[src/rtl/mips4_fetch_exec_ctrl.sv]
// Multi-cycle fetch/decode/exec/writeback sequencer feeding a 4-bit ALU.
// Owns the program memory, the 4-entry register file and the 16-entry data memory.
module mips4_fetch_exec_ctrl #(
    parameter int IMEM_DEPTH = 16,
    parameter int NUM_REGS   = 4,
    parameter int DATA_W     = 4,
    parameter int PC_W       = $clog2(IMEM_DEPTH),
    parameter int DMEM_DEPTH = 2 ** DATA_W
) (
    input  logic              clk,
    input  logic              reset,
    input  logic              prog_we,
    input  logic [PC_W-1:0]   prog_addr,
    input  logic [11:0]       prog_data,
    input  logic              run,
    input  logic [PC_W-1:0]   last_pc,
    output logic [3:0]        alu_opcode,
    output logic [DATA_W-1:0] alu_operandA,
    output logic [DATA_W-1:0] alu_operandB,
    input  logic [DATA_W-1:0] alu_result,
    input  logic              alu_mem_read,
    input  logic              alu_mem_write,
    output logic [DATA_W-1:0] alu_memory_in,
    input  logic [DATA_W-1:0] alu_memory_out,
    output logic              busy,
    output logic              done,
    output logic [PC_W-1:0]   pc,
    input  logic [1:0]        dbg_sel,
    output logic [DATA_W-1:0] dbg_data
);

    typedef enum logic [2:0] {
        S_IDLE   = 3'd0,
        S_FETCH  = 3'd1,
        S_DECODE = 3'd2,
        S_EXEC   = 3'd3,
        S_WB     = 3'd4
    } state_t;

    state_t              state_q, state_d;
    logic [PC_W-1:0]     pc_q, pc_d;
    logic [11:0]         ir_q, ir_d;
    logic [3:0]          opc_q, opc_d;
    logic [DATA_W-1:0]   opa_q, opa_d;
    logic [DATA_W-1:0]   opb_q, opb_d;
    logic [DATA_W-1:0]   res_q, res_d;
    logic                mwr_q, mwr_d;
    logic [DATA_W-1:0]   mout_q, mout_d;
    logic                busy_q, busy_d;
    logic                done_q, done_d;

    logic [11:0]         imem_q [IMEM_DEPTH];
    logic [DATA_W-1:0]   rf_q   [NUM_REGS];
    logic [DATA_W-1:0]   dmem_q [DMEM_DEPTH];

    logic                imem_we_s;
    logic                rf_we_s;
    logic                dm_we_s;

    // Next-state, datapath register updates and memory write strobes.
    always_comb begin
        state_d   = state_q;
        pc_d      = pc_q;
        ir_d      = ir_q;
        opc_d     = opc_q;
        opa_d     = opa_q;
        opb_d     = opb_q;
        res_d     = res_q;
        mwr_d     = mwr_q;
        mout_d    = mout_q;
        done_d    = 1'b0;
        imem_we_s = 1'b0;
        rf_we_s   = 1'b0;
        dm_we_s   = 1'b0;
        case (state_q)
            S_IDLE: begin
                imem_we_s = prog_we;
                if (run) begin
                    pc_d    = '0;
                    state_d = S_FETCH;
                end else begin
                    state_d = S_IDLE;
                end
            end
            S_FETCH: begin
                ir_d    = imem_q[pc_q];
                state_d = S_DECODE;
            end
            S_DECODE: begin
                opc_d   = ir_q[11:8];
                opa_d   = rf_q[ir_q[5:4]];
                opb_d   = ir_q[3:0];
                state_d = S_EXEC;
            end
            S_EXEC: begin
                res_d   = alu_result;
                mwr_d   = alu_mem_write;
                mout_d  = alu_memory_out;
                state_d = S_WB;
            end
            S_WB: begin
                // Stores go to data memory only; every other op (loads included) commits res_q.
                if (mwr_q) begin
                    dm_we_s = 1'b1;
                end else begin
                    rf_we_s = 1'b1;
                end
                if (pc_q == last_pc) begin
                    done_d  = 1'b1;
                    state_d = S_IDLE;
                end else begin
                    pc_d    = pc_q + PC_W'(1);
                    state_d = S_FETCH;
                end
            end
            default: begin
                state_d = S_IDLE;
            end
        endcase
        busy_d = (state_d != S_IDLE);
    end

    // Sequencer and ALU-facing registers.
    always_ff @(posedge clk or posedge reset) begin
        if (reset) begin
            state_q <= S_IDLE;
            pc_q    <= '0;
            ir_q    <= '0;
            opc_q   <= '0;
            opa_q   <= '0;
            opb_q   <= '0;
            res_q   <= '0;
            mwr_q   <= 1'b0;
            mout_q  <= '0;
            busy_q  <= 1'b0;
            done_q  <= 1'b0;
        end else begin
            state_q <= state_d;
            pc_q    <= pc_d;
            ir_q    <= ir_d;
            opc_q   <= opc_d;
            opa_q   <= opa_d;
            opb_q   <= opb_d;
            res_q   <= res_d;
            mwr_q   <= mwr_d;
            mout_q  <= mout_d;
            busy_q  <= busy_d;
            done_q  <= done_d;
        end
    end

    // Program memory survives reset so a loaded program can be rerun.
    always_ff @(posedge clk) begin
        if (imem_we_s) begin
            imem_q[prog_addr] <= prog_data;
        end
    end

    // Register file and data memory, cleared by reset.
    always_ff @(posedge clk or posedge reset) begin
        if (reset) begin
            for (int i = 0; i < NUM_REGS; i++) begin
                rf_q[i] <= '0;
            end
            for (int j = 0; j < DMEM_DEPTH; j++) begin
                dmem_q[j] <= '0;
            end
        end else begin
            if (rf_we_s) begin
                rf_q[ir_q[7:6]] <= res_q;
            end
            if (dm_we_s) begin
                dmem_q[opb_q] <= mout_q;
            end
        end
    end

    assign alu_opcode    = opc_q;
    assign alu_operandA  = opa_q;
    assign alu_operandB  = opb_q;
    assign alu_memory_in = alu_mem_read ? dmem_q[opb_q] : '0;
    assign busy          = busy_q;
    assign done          = done_q;
    assign pc            = pc_q;
    assign dbg_data      = rf_q[dbg_sel];

endmodule

[config.mk]
export PLATFORM = sky130hd
export DESIGN_NAME = mips4_fetch_exec_ctrl
export DESIGN_NICKNAME = d
export VERILOG_FILES = /design/src/rtl/mips4_fetch_exec_ctrl.sv
export SDC_FILE = /design/constraint.sdc
export NUM_CORES = 1
export LEC_CHECK = 0
export ABC_AREA = 1
export BUFFER_PORTS_ARGS = -buffer_cell sky130_fd_sc_hd__buf_2
export CAP_MARGIN = 0
export CORE_MARGIN = 2
export CORE_UTILIZATION = 30
export DETAILED_ROUTE_END_ITERATION = 8
export GPL_TIMING_DRIVEN = 0
export PLACE_DENSITY = 0.43
export SYNTH_ARGS = -nofsm -noshare
export SYNTH_HDL_FRONTEND = slang
export SYNTH_SLANG_ARGS = --single-unit
[constraint.sdc]
create_clock -name clk -period 5.6 [get_ports clk]
set_clock_uncertainty 0.05 [all_clocks]
set_input_delay 1.12 -clock clk [delete_from_list [all_inputs] [get_ports clk]]
set_output_delay 1.12 -clock clk [all_outputs]
set_load 0.02 [all_outputs]
# Word-level counts from Yosys, hierarchy flattened
# Memories as Yosys holds them, arrays and structs flattened. A register that Yosys moved wholly into a read port is not among the register bits.
# Cells that the tools add are included.
[word_totals] ff_bits=110 elab_cells=86 ram_bits=192 out_inout_bits=26 memories=1
[op_classes] bitwise_logic=4 n_eq_ne=7 n_reduce_logical=6 n_lt_le_gt_ge=6 muxes=31 addsub=1
[mem_list] memory="imem_q" words=16 word_bits=12 read_ports=1 rd_ports_with_merged_regs=1 wr=1 line="52" source="logic [11:0] imem_q [IMEM_DEPTH];"
[ops] operator="$bwmux 64" n=1
[ops] operator="$mux 4" n=11
[ops] operator="$bmux 4 s2" n=2
[ops] operator="$bmux 4 s4" n=1
[ops] operator="$bwmux 16" n=1
[ops] operator="$demux 4 s4" n=1
[ops] operator="$pmux 3 s5" n=1
[ops] operator="$mux 1" n=11
[ops] operator="$ge 3x3->1 const B" n=3
[ops] operator="$not 2->3" n=3
[ops] operator="$demux 4 s2" n=1
[ops] operator="$pmux 4 s2" n=1
[ops] operator="$eq 3x2->1 const B" n=2
[ops] operator="$ge 5x5->1 const B" n=1
[ops] operator="$lt 5x1->1 const B" n=1
[ops] operator="$not 4->5" n=1
[ops] operator="$add 4x1->4 const B" n=1
[ops] operator="$eq 4x4->1" n=1
[ops] operator="$ne 2x2->1 const B" n=2
[ops] operator="$eq 3x1->1 const B" n=1
[ops] operator="$eq 3x3->1 const B" n=1
[ops] operator="$logic_not 3->1" n=1
[ops] operator="$lt 3x1->1 const B" n=1
[ops] operator="$reduce_and 3->1" n=1
[ops] operator="3 further kinds" n=4

# Depth between registers and ports, before layout
[logic_depth] depth_word=6 ltp_mapped=11 ltp_nobuf=9

# Worst setup path before layout
# No wires, ideal clock.
[synth_path] path_type="input to output" start="input dbg_sel[0]" end="output dbg_data[1]" required_ns=4.430 arrival_time_ns=1.883 n_path_buf=1 setup_slack_ns=2.547 stages=5 cell_sequence="inv_1 -> clkbuf_1 -> o21ai_0 -> a21oi_1 -> a21oi_1"
[synth_via] elab_chain_len=4
[synth_lines] element="start, declared" line="28" source="input logic [1:0] dbg_sel,"
[synth_lines] element="$not 2->3 (implied by the code)" line="185" source="assign dbg_data = rf_q[dbg_sel];"
[synth_lines] element="$bmux 4 s2" line="185"
[synth_lines] element="$mux 4 (implied by the code) (2 in series)" line="185"
[synth_lines] element="end, declared" line="29" source="output logic [DATA_W-1:0] dbg_data"
# No other way between the ends. The select of a mux whose other input is x is not followed.

# Worst setup path after layout
[layout_path] start="register opb_q[1] (netlist: alu_operandB[1])" end="output alu_memory_in[0]"
[layout_via] elab_chain_len=5
[layout_lines] element="start, declared" line="45" source="logic [DATA_W-1:0] opb_q, opb_d;"
[layout_lines] element="start signal, assigned" line="143" source="opb_q <= opb_d;"
[layout_lines] element="$not 4->5 (implied by the code)" line="181" source="assign alu_memory_in = alu_mem_read ? dmem_q[opb_q] : '0;"
[layout_lines] element="$bmux 4 s4" line="181"
[layout_lines] element="$mux 4 (implied by the code) (2 in series)" line="181"
[layout_lines] element="$mux 4" line="181"
[layout_lines] element="end, declared" line="23" source="output logic [DATA_W-1:0] alu_memory_in,"
# No other way between the ends. The select of a mux whose other input is x is not followed.

==> impl_results.md <==
* Worst vdd ir at 191 uV
* Clock insertion delay at the later pin of the skew report at 0.55 ns
* Primary FF master, synth: edfxtp_1
* # setup viols final at 0
* Root Buffer: clkbuf_16
* Initial antenna violation count at 0
* Post-CTS setup buffer count at 0
* Syn Area/Cell at 9.93 sq um
* Chip height at 215 um
* Initial core utilization at 30.3%
* Fin util at 35.8%
* Die area at 46100 sq um
* Max clock buf depth at 3
* Post-Syn Instances at 1343
* Post-synth top area share at 43.2%
* Initial DRC Count at 734
* CTS H-tree lvls at 2
* Worst Hold Depth at 2
* DR pass1 iterations at 5
* Sink Count at 314
* Startpoint Class: register
* Worst-path clk slew at 0.05 ns
* Fraction of registers with async set or reset after synthesis at 38.9%
* Hpwl dp at 26.5 mm
* Vias in the first global route at 9401
* CP endpoint kind: primary output
* Final Cell Area at 15800 sq um
* Post-placement cell area at 14400 sq um
* Synth warn at 0
* Final Hold Fails at 0
* F_max at 271 MHz
* Design Power at 7.21 mW
* Cell Pwr Density at 457 nW/um^2
* Top-count cell post-synth: nand2_1
* Worst Path Required at 4.43 ns
* Drc violations at 0
* Vias per std cell at 4.66
* GRT Total Usage at 17.1%
* Synth area leader: edfxtp_1
* Critical path class: register to primary output
* Leak at 6.50 nW
* Layout cells sized above 1 at 12.4%
* CP Max Fanout at 10
* Area of the core at 44000 sq um
* Worst-Margin Slew at 1.35 ns
* CTS resizes at 0
* Number of buffers created by CTS at 39
* Site row count at 77
* CTS tree: yes
* Synth top cells by count: nand2_1, edfxtp_1, nand3_1
* Synth unique cells at 27
* Max-cap violations at 0
* Slew HR at 9.99%
* Die X at 215 um
* Min Tclk post-route at 3.70 ns
* Vias at 9660
* Final Max Tran Viols at 0
* DRT Wirelength at 39.0 mm
* Hold_buf cts at 0
* Total gr overflow at 0
* Worst Hold Class: register to register
* Fill cell count at 4474
* WL/cell at 18.8 um
* Pin count of the biggest net entering global routing at 63
* First-pass GRT wire length at 59.7 mm
* Layout Nets at 1487
* Final Non-Filler Cells at 2073
* GPL Wtd Cong at 0.840
* Reg2reg setup slack at 2.12 ns
* Hold slack at 0.413 ns
* Net count after synthesis at 1380
* Post-Syn Area at 13300 sq um
* Cell count after placement at 1999
* #FFs+latches synth at 314
* Number of synthesized flops with an enable pin at 192
* Area Growth Syn to Fin at 18.3%
* Synth area leaders: edfxtp_1, dfrtp_1, nand2_1
* Status: finished, final reports clean
* Ports at 62
* Crit path DAT at 2.53 ns
* Unrepaired setup endpoints after global routing: no
* I/O Buffers at 61
* Register area share after synthesis at 66.1%
* Reg2Reg Depth at 5
* Final worst-path cycle share at 66.0%
* Remaining antenna violation count at 0
## flip-flops by register name, indices dropped and copies added, names as in the netlist
name and count:
alu_opcode 4, alu_operandA 4, alu_operandB 4, busy 1, dmem_q 64, done 1
imem_q 192, ir_q 12, mout_q 4, mwr_q 1, pc 4, res_q 4
rf_q 16, state_q 3
## worst max-delay path: stages (launching register included)
cell and delay, ns:
dfrtp_1 0.41, buf_2 0.17, inv_1 0.27, nor2_2 0.11, buf_2 0.21, a21oi_1 0.18
nand2_1 0.09, nand2_1 0.09, nand2_1 0.06, nor2_1 0.17, nor2_1 0.06, buf_2 0.16
## worst paths after layout
kind                                 start               end
setup / recovery           alu_operandB[1]  alu_memory_in[0]
hold reg to reg              alu_opcode[2]     alu_opcode[2]
setup reg to reg                state_q[1]      imem_q[9][9]
min in group asynchronous            reset          res_q[3]
hold / removal               alu_opcode[2]     alu_opcode[2]
max in group asynchronous            reset        dmem_q[54]
## routing by layer
layer / GRT usage, % / vias to the layer above / share of wire, % / wire length [um]
met4: 5.88 / 0 / 2.8 / 1100
met2: 26.4 / 205 / 45 / 17500
met1: 24.2 / 4682 / 47 / 18400
met3: 3.17 / 56 / 5.0 / 1950
li1: - / 4717 / - / -
met5: 0 / - / 0 / 0
## report_power, final
group	switching, mW	total (mW)	leakage, nW	internal [mW]
sequential	0.198	2.96	3.35	2.76
combinational	1.21	1.66	2.51	0.449
clock	0.994	2.60	0.643	1.60
total	2.40	7.21	6.50	4.81
## per-stage QoR
| stage | worst slack (ns) | TNS (ns) |
|---|---|---|
| floorplan | 1.19 | 0 |
| global route | 1.75 | 0 |
| global placement | -0.550 | -64.68 |
| detailed placement | 1.61 | 0 |
| finish | 1.90 | 0 |
| CTS | 1.87 | 0 |
## final cells by class
cell class | instances | area [sq um] | share of cell area, %
flip-flops and latches | 314 | 8820 | 55.9
diodes | 1 | 2.50 | 0.0159
multi-input cells | 913 | 4050 | 25.7
repair buffers | 66 | 378 | 2.39
inverters | 57 | 219 | 1.39
plain buffers | 59 | 260 | 1.65
clock inverters | 20 | 260 | 1.65
well taps | 592 | 741 | 4.69
clock buffers | 51 | 1050 | 6.66
## logic make-up (layout without fill, tap and decap cells)
logic type,Yosys count,in the layout,synth area share [%]
other,0,1,0
DFF,314,314,66.1
and+or+nand+nor,769,769,24.6
xor gates and xnor gates,6,6,0.394
buffers and inverters,116,253,3.56
adders and majority gates,1,1,0.0938
AOI/OAI and AO/OA,137,137,5.22
## cells in the final DEF (no fill, tap or decap), types with 2 or more instances in the layout
cell / n
buf_4: 2
o21a_1: 4
clkinv_2: 7
bufinv_16: 6
clkinv_1: 4
nand3_1: 172
buf_1: 7
nand2_4: 3
a21oi_1: 44
o21ai_1: 36
nor3_4: 7
buf_6: 4
nor2_2: 11
edfxtp_1: 192
nor2_1: 51
clkbuf_1: 34
buf_2: 86
nand4_1: 4
clkbuf_16: 39
nor3_1: 2
nand2_1: 509
nand2_2: 7
xor2_1: 5
dfrtp_1: 122
inv_6: 4
o21ai_0: 53
inv_1: 54
clkbuf_8: 3
Note: power is estimated with default switching activity, not from simulation.
